--- config.mk ---
export PLATFORM = sky130hd
export DESIGN_NAME = dram_arbiter
export DESIGN_NICKNAME = d
export VERILOG_FILES = /design/src/rtl/dram_arb_pkg.sv /design/src/rtl/arb_pick.sv /design/src/rtl/dram_arbiter.sv
export SDC_FILE = /design/constraint.sdc
export NUM_CORES = 1
export LEC_CHECK = 0
export CAP_MARGIN = 20
export CORE_AREA = 2 2 115 117
export DETAILED_ROUTE_END_ITERATION = 6
export DIE_AREA = 0 0 117 119
export PLACE_DENSITY = 0.68
export SLEW_MARGIN = 0
export SYNTH_ARGS = -nofsm -noshare
export SYNTH_HDL_FRONTEND = slang
export SYNTH_SLANG_ARGS = --single-unit
--- constraint.sdc ---
create_clock -name clk -period 1.6 [get_ports clk]
set_input_delay 0.24 -clock clk [delete_from_list [all_inputs] [get_ports clk]]
set_output_delay 0.24 -clock clk [all_outputs]
set_load 0.005 [all_outputs]
--- src/rtl/dram_arb_pkg.sv ---
// Shared types and constants for the SDRAM request-port arbiter.
package dram_arb_pkg;

    typedef enum logic [1:0] {
        ARB_IDLE  = 2'd0,
        ARB_ISSUE = 2'd1,
        ARB_WAIT  = 2'd2
    } arb_state_t;

    localparam int unsigned REQ_IFETCH = 0;
    localparam int unsigned REQ_DATA   = 1;
    localparam int unsigned REQ_LOADER = 2;

    // Width of a requester index; never less than one bit.
    function automatic int unsigned idx_width(input int unsigned n);
        return (n <= 1) ? 1 : $clog2(n);
    endfunction

endpackage

--- src/rtl/arb_pick.sv ---
// Combinational winner picker for dram_arbiter.
// Policy: ARB_RR_EN defined -> round-robin from (last + 1) mod NUM_REQ,
//         otherwise fixed priority with the lowest index winning.
module arb_pick
    import dram_arb_pkg::*;
#(
    parameter int unsigned NUM_REQ = 3,
    parameter int unsigned IDX_W   = idx_width(NUM_REQ)
) (
    input  logic [NUM_REQ-1:0] valid_i,
    input  logic [IDX_W-1:0]   last_i,
    output logic               any_c,
    output logic [IDX_W-1:0]   idx_c,
    output logic [NUM_REQ-1:0] onehot_c
);

`ifdef ARB_RR_EN
    // Rotating search: first valid requester after the last grant.
    always_comb begin
        logic        found;
        int unsigned cand;
        found = 1'b0;
        cand  = 0;
        idx_c = '0;
        for (int unsigned k = 1; k <= NUM_REQ; k++) begin
            cand = (int'(last_i) + k) % NUM_REQ;
            if (!found && valid_i[IDX_W'(cand)]) begin
                found = 1'b1;
                idx_c = IDX_W'(cand);
            end
        end
    end
`else
    // The last grant has no bearing on fixed priority.
    logic unused_last;
    assign unused_last = ^last_i;

    // Fixed priority: lowest valid index wins.
    always_comb begin
        logic found;
        found = 1'b0;
        idx_c = '0;
        for (int unsigned i = 0; i < NUM_REQ; i++) begin
            if (!found && valid_i[IDX_W'(i)]) begin
                found = 1'b1;
                idx_c = IDX_W'(i);
            end
        end
    end
`endif

    // Any-request flag and one-hot form of the winner.
    always_comb begin
        any_c    = |valid_i;
        onehot_c = any_c ? (NUM_REQ'(1) << idx_c) : '0;
    end

endmodule

--- src/rtl/dram_arbiter.sv ---
// Shares the single SDRAM controller command port among NUM_REQ requesters,
// one transaction outstanding at a time. Arbitration policy lives in
// arb_pick and is selected by the ARB_RR_EN macro (round-robin when defined).
module dram_arbiter
    import dram_arb_pkg::*;
#(
    parameter int unsigned NUM_REQ = 3,
    parameter int unsigned ADDR_W  = 24,
    parameter int unsigned DATA_W  = 16
) (
    input  logic                      clk,
    input  logic                      rst,
    input  logic [NUM_REQ-1:0]        req_valid,
    input  logic [NUM_REQ-1:0]        req_we,
    input  logic [NUM_REQ*ADDR_W-1:0] req_addr,
    input  logic [NUM_REQ*DATA_W-1:0] req_wdata,
    output logic [NUM_REQ-1:0]        req_ready,
    output logic [NUM_REQ-1:0]        req_done,
    output logic [DATA_W-1:0]         req_rdata,
    output logic                      mem_valid,
    input  logic                      mem_ready,
    output logic                      mem_we,
    output logic [ADDR_W-1:0]         mem_addr,
    output logic [DATA_W-1:0]         mem_wdata,
    input  logic                      mem_done,
    input  logic [DATA_W-1:0]         mem_rdata,
    input  logic                      dram_ready
);

    localparam int unsigned IDX_W = idx_width(NUM_REQ);

    arb_state_t          state_q;
    logic [IDX_W-1:0]    grant_q;
    logic [IDX_W-1:0]    last_q;
    logic [NUM_REQ-1:0]  req_ready_q;
    logic [NUM_REQ-1:0]  req_done_q;
    logic [DATA_W-1:0]   req_rdata_q;
    logic                mem_valid_q;
    logic                mem_we_q;
    logic [ADDR_W-1:0]   mem_addr_q;
    logic [DATA_W-1:0]   mem_wdata_q;

    logic                pick_any_c;
    logic [IDX_W-1:0]    pick_idx_c;
    logic [NUM_REQ-1:0]  pick_onehot_c;

    logic [ADDR_W-1:0]   addr_a  [NUM_REQ];
    logic [DATA_W-1:0]   wdata_a [NUM_REQ];

    // Unpack the flat payload buses into per-requester arrays.
    for (genvar gi = 0; gi < NUM_REQ; gi++) begin : g_unpack
        assign addr_a[gi]  = req_addr[gi*ADDR_W +: ADDR_W];
        assign wdata_a[gi] = req_wdata[gi*DATA_W +: DATA_W];
    end

    arb_pick #(
        .NUM_REQ (NUM_REQ),
        .IDX_W   (IDX_W)
    ) u_pick (
        .valid_i  (req_valid),
        .last_i   (last_q),
        .any_c    (pick_any_c),
        .idx_c    (pick_idx_c),
        .onehot_c (pick_onehot_c)
    );

    // Transaction FSM: grant and latch, issue to controller, await completion.
    always_ff @(posedge clk) begin
        if (rst) begin
            state_q     <= ARB_IDLE;
            grant_q     <= '0;
            last_q      <= IDX_W'(NUM_REQ - 1);
            req_ready_q <= '0;
            req_done_q  <= '0;
            req_rdata_q <= '0;
            mem_valid_q <= 1'b0;
            mem_we_q    <= 1'b0;
            mem_addr_q  <= '0;
            mem_wdata_q <= '0;
        end else begin
            req_ready_q <= '0;
            req_done_q  <= '0;
            case (state_q)
                ARB_IDLE: begin
                    if (dram_ready && pick_any_c) begin
                        grant_q     <= pick_idx_c;
                        last_q      <= pick_idx_c;
                        mem_we_q    <= req_we[pick_idx_c];
                        mem_addr_q  <= addr_a[pick_idx_c];
                        mem_wdata_q <= wdata_a[pick_idx_c];
                        req_ready_q <= pick_onehot_c;
                        mem_valid_q <= 1'b1;
                        state_q     <= ARB_ISSUE;
                    end
                end
                ARB_ISSUE: begin
                    if (mem_ready) begin
                        mem_valid_q <= 1'b0;
                        state_q     <= ARB_WAIT;
                    end
                end
                ARB_WAIT: begin
                    if (mem_done) begin
                        req_rdata_q <= mem_rdata;
                        req_done_q  <= NUM_REQ'(1) << grant_q;
                        state_q     <= ARB_IDLE;
                    end
                end
                default: begin
                    mem_valid_q <= 1'b0;
                    state_q     <= ARB_IDLE;
                end
            endcase
        end
    end

    assign req_ready = req_ready_q;
    assign req_done  = req_done_q;
    assign req_rdata = req_rdata_q;
    assign mem_valid = mem_valid_q;
    assign mem_we    = mem_we_q;
    assign mem_addr  = mem_addr_q;
    assign mem_wdata = mem_wdata_q;

endmodule

==> key figures <==
Synth
  – Seq/Total Area, Yosys: 38.0%
  – Number of flops mapped to enable cells by yosys: 0
  – Synth Register Bits: 68
  – Syn Area/Cell: 8.03 µm²
  – Synth area leaders: dfxtp_1 (38%), nand2_1 (11%), a21oi_1 (8.7%)
  – Yosys cell types: 37
  – Yosys warns: 0
  – Asr flop ratio synth: 0%
  – Area leader, netlist: dfxtp_1
  – Cell Area, Synth: 0.00358 mm²
  – Gate Count Post-Synth: 446
  – Post-Synthesis Net Count: 593
  – Top cell type's share of synthesized area: 38.0%
  – Top FF cell, synth: dfxtp_1

Timing
  – Final min period: 1460 ps
  – Relative slew margins: 67.3%
  – RSZ-0062 raised after global routing: no
  – Final Worst Setup Slack: 144 ps
  – Slew Limit Fails: 0
  – Final hold vios: 0
  – Worst Skew: 4.58 ps
  – Max Freq: 687 MHz
  – Final setup violation count: 0
  – Worst slew pin tran: 491 ps
  – Min Hold Slack: 293 ps
  – Fin crit share: 91.0%
  – Setup TNS: 0 ps

Floorplanning
  – Core Rows: 42
  – Core area: 0.0129 mm²
  – Die H: 119 µm
  – # IOs: 211
  – Die width: 117 µm
  – Starting Density: 27.8%
  – Die Area: 0.0139 mm²

Placement
  – Place WS: -118 ps
  – DP HPWL: 9.69 mm
  – GP Congestion: 0.813
  – Port buffer count: 210

Critical path
  – Crit path max-delay family: buffers and inverters
  – Critical path class: flop to output pin
  – Worst path slowest cell: clkdlybuf4s50_1
  – R2R setup slack: 180 ps
  – R2R Path Start: state_q[1]
  – Setup crit start kind: flop
  – Worst Path Required: 1360 ps
  – CP Cell Sequence: clkdlybuf4s50_1
  – R2R Path End: mem_wdata[12]
  – Slowest stage delay, CP: 530 ps
  – FF-to-FF path depth: 4
  – WP buf/inv: 1
  – Crit Path Max Fanout: 2
  – CP arrival: 1220 ps
  – CP endpoint kind: output pin

Clock network
  – Post_cts resized: 0
  – Root Buffer: clkbuf_16
  – TritonCTS Buffers: 9
  – Clock Pin Slew Worst Setup and Hold Paths: 60 ps
  – Worst-Skew Late Latency: 320 ps
  – Post-CTS repair timing setup buffer count: 0
  – CTS tree: done
  – H-tree Lvls: 3
  – Hold Buf Count CTS: 0
  – Clock sink total: 68
  – Clock tree buffer depth: 2

GRT
  – Vias in the first global route: 4050
  – Pin count of the biggest net entering global routing: 44
  – Global-route wire length before repair: 19.4 mm
  – All-Layer GR Usage: 17.7%
  – Total grt overflow: 0
  – Antenna violations before repair: 1

Hold path
  – Worst min-delay path startpoint: rst
  – Worst hold path stage count: 2
  – Hold Path Class: primary input to flop
  – Hold worst-path end: req_rdata[1]

Final layout
  – Filler cells: 1224
  – Commonest non-fill, non-tap cell in the layout: clkdlybuf4s50_1
  – Share of layout cells above drive strength 1: 11.8%
  – Nets: 794
  – Area Overhead vs Synth: 75.6%
  – Most frequent cells in the layout: clkdlybuf4s50_1 (206), nand2_1 (104), dfxtp_1 (68)
  – Util after Layout: 48.8%

Route
  – Via count: 4062
  – Drt first-iter violations: 170
  – Post-DR wirelength/cell: 15.0 µm
  – Total Wirelength: 12.4 mm
  – Antenna-violating nets left: 0
  – DRT Pass-1 Iters: 4
  – # DRC: 0
  – Vias per cell: 4.90

Power and ir drop
  – Pwr/cell area: 834 mW/mm²
  – Lkg Pwr: 2.27 nW
  – Worst vdd ir: 0.000406 V
  – Final total power: 5.25 mW

Run status
  – Run status: finished, final reports clean

Run
  – Maxcap violations: 0
[worst max-delay path by stage]
stage | cells past startpoint | start | end | slack [ps]
floorplan | 5 | state_q[1] | mem_addr[13] | 230
global route | 1 | mem_wdata[8] | mem_wdata[8] | 80
detailed placement | 5 | dram_ready | mem_wdata[12] | -120
finish | 1 | mem_wdata[8] | mem_wdata[8] | 140
global placement | 5 | dram_ready | mem_wdata[0] | -110
CTS | 1 | mem_wdata[8] | mem_wdata[8] | 120
[cells by family after synthesis]
group	count (synthesis)	synth area share, %
AO/OA/AOI/OAI	149	28.6
AND/OR/NAND/NOR	180	26.7
flip-flops	68	38.0
buffers and inverters	49	6.67
[metrics by stage]
stage	instance area, µm²	cells
floorplan	3580	446
global placement	5960	812
detailed placement	5960	812
CTS	6290	828
global route	6290	829
finish	6290	829
[sequential cells by signal, summed over array words and instances (netlist names)]
| register | count |
|---|---|
| mem_addr | 24 |
| mem_wdata | 16 |
| req_rdata | 16 |
| req_done | 3 |
| req_ready | 3 |
| grant_q | 2 |
| state_q | 2 |
| mem_valid | 1 |
| mem_we | 1 |
[synthesized netlist by cell type, drive strengths merged (12+ instances only)]
| library cell | count |
|---|---|
| a21o | 29 |
| a21oi | 62 |
| a311oi | 29 |
| buf | 27 |
| clkbuf | 20 |
| dfxtp | 68 |
| nand2 | 104 |
| nand3b | 31 |
| o22ai | 12 |
| o32ai | 12 |
| or2 | 12 |
| or3b | 13 |
[power breakdown]
part | internal, mW | switching (mW) | total [mW]
clock network | 1.41 | 0.729 | 2.13
logic | 0.766 | 0.466 | 1.23
registers | 1.81 | 0.0690 | 1.88
[layer usage]
layer  routed length (µm)  vias up  global-route usage [%]
met5                    0        -                       0
met4                  288        0                    6.91
met3                 1090       20                    5.29
met2                 6160      159                    31.3
met1                 4920     1868                    19.5
li1                     -     2015                       -
[layout make-up]
class | count | area [µm²] | share of cell area [%]
well taps | 176 | 220 | 3.50
clock buffers | 10 | 239 | 3.80
diodes | 1 | 2.50 | 0.0398
multi-input cells | 329 | 1990 | 31.6
inverters | 2 | 7.51 | 0.119
flip-flops and latches | 68 | 1360 | 21.6
repair buffers | 237 | 2380 | 37.9
clock inverters | 6 | 86.3 | 1.37
No activity file was read; power rests on OpenSTA's default activity.
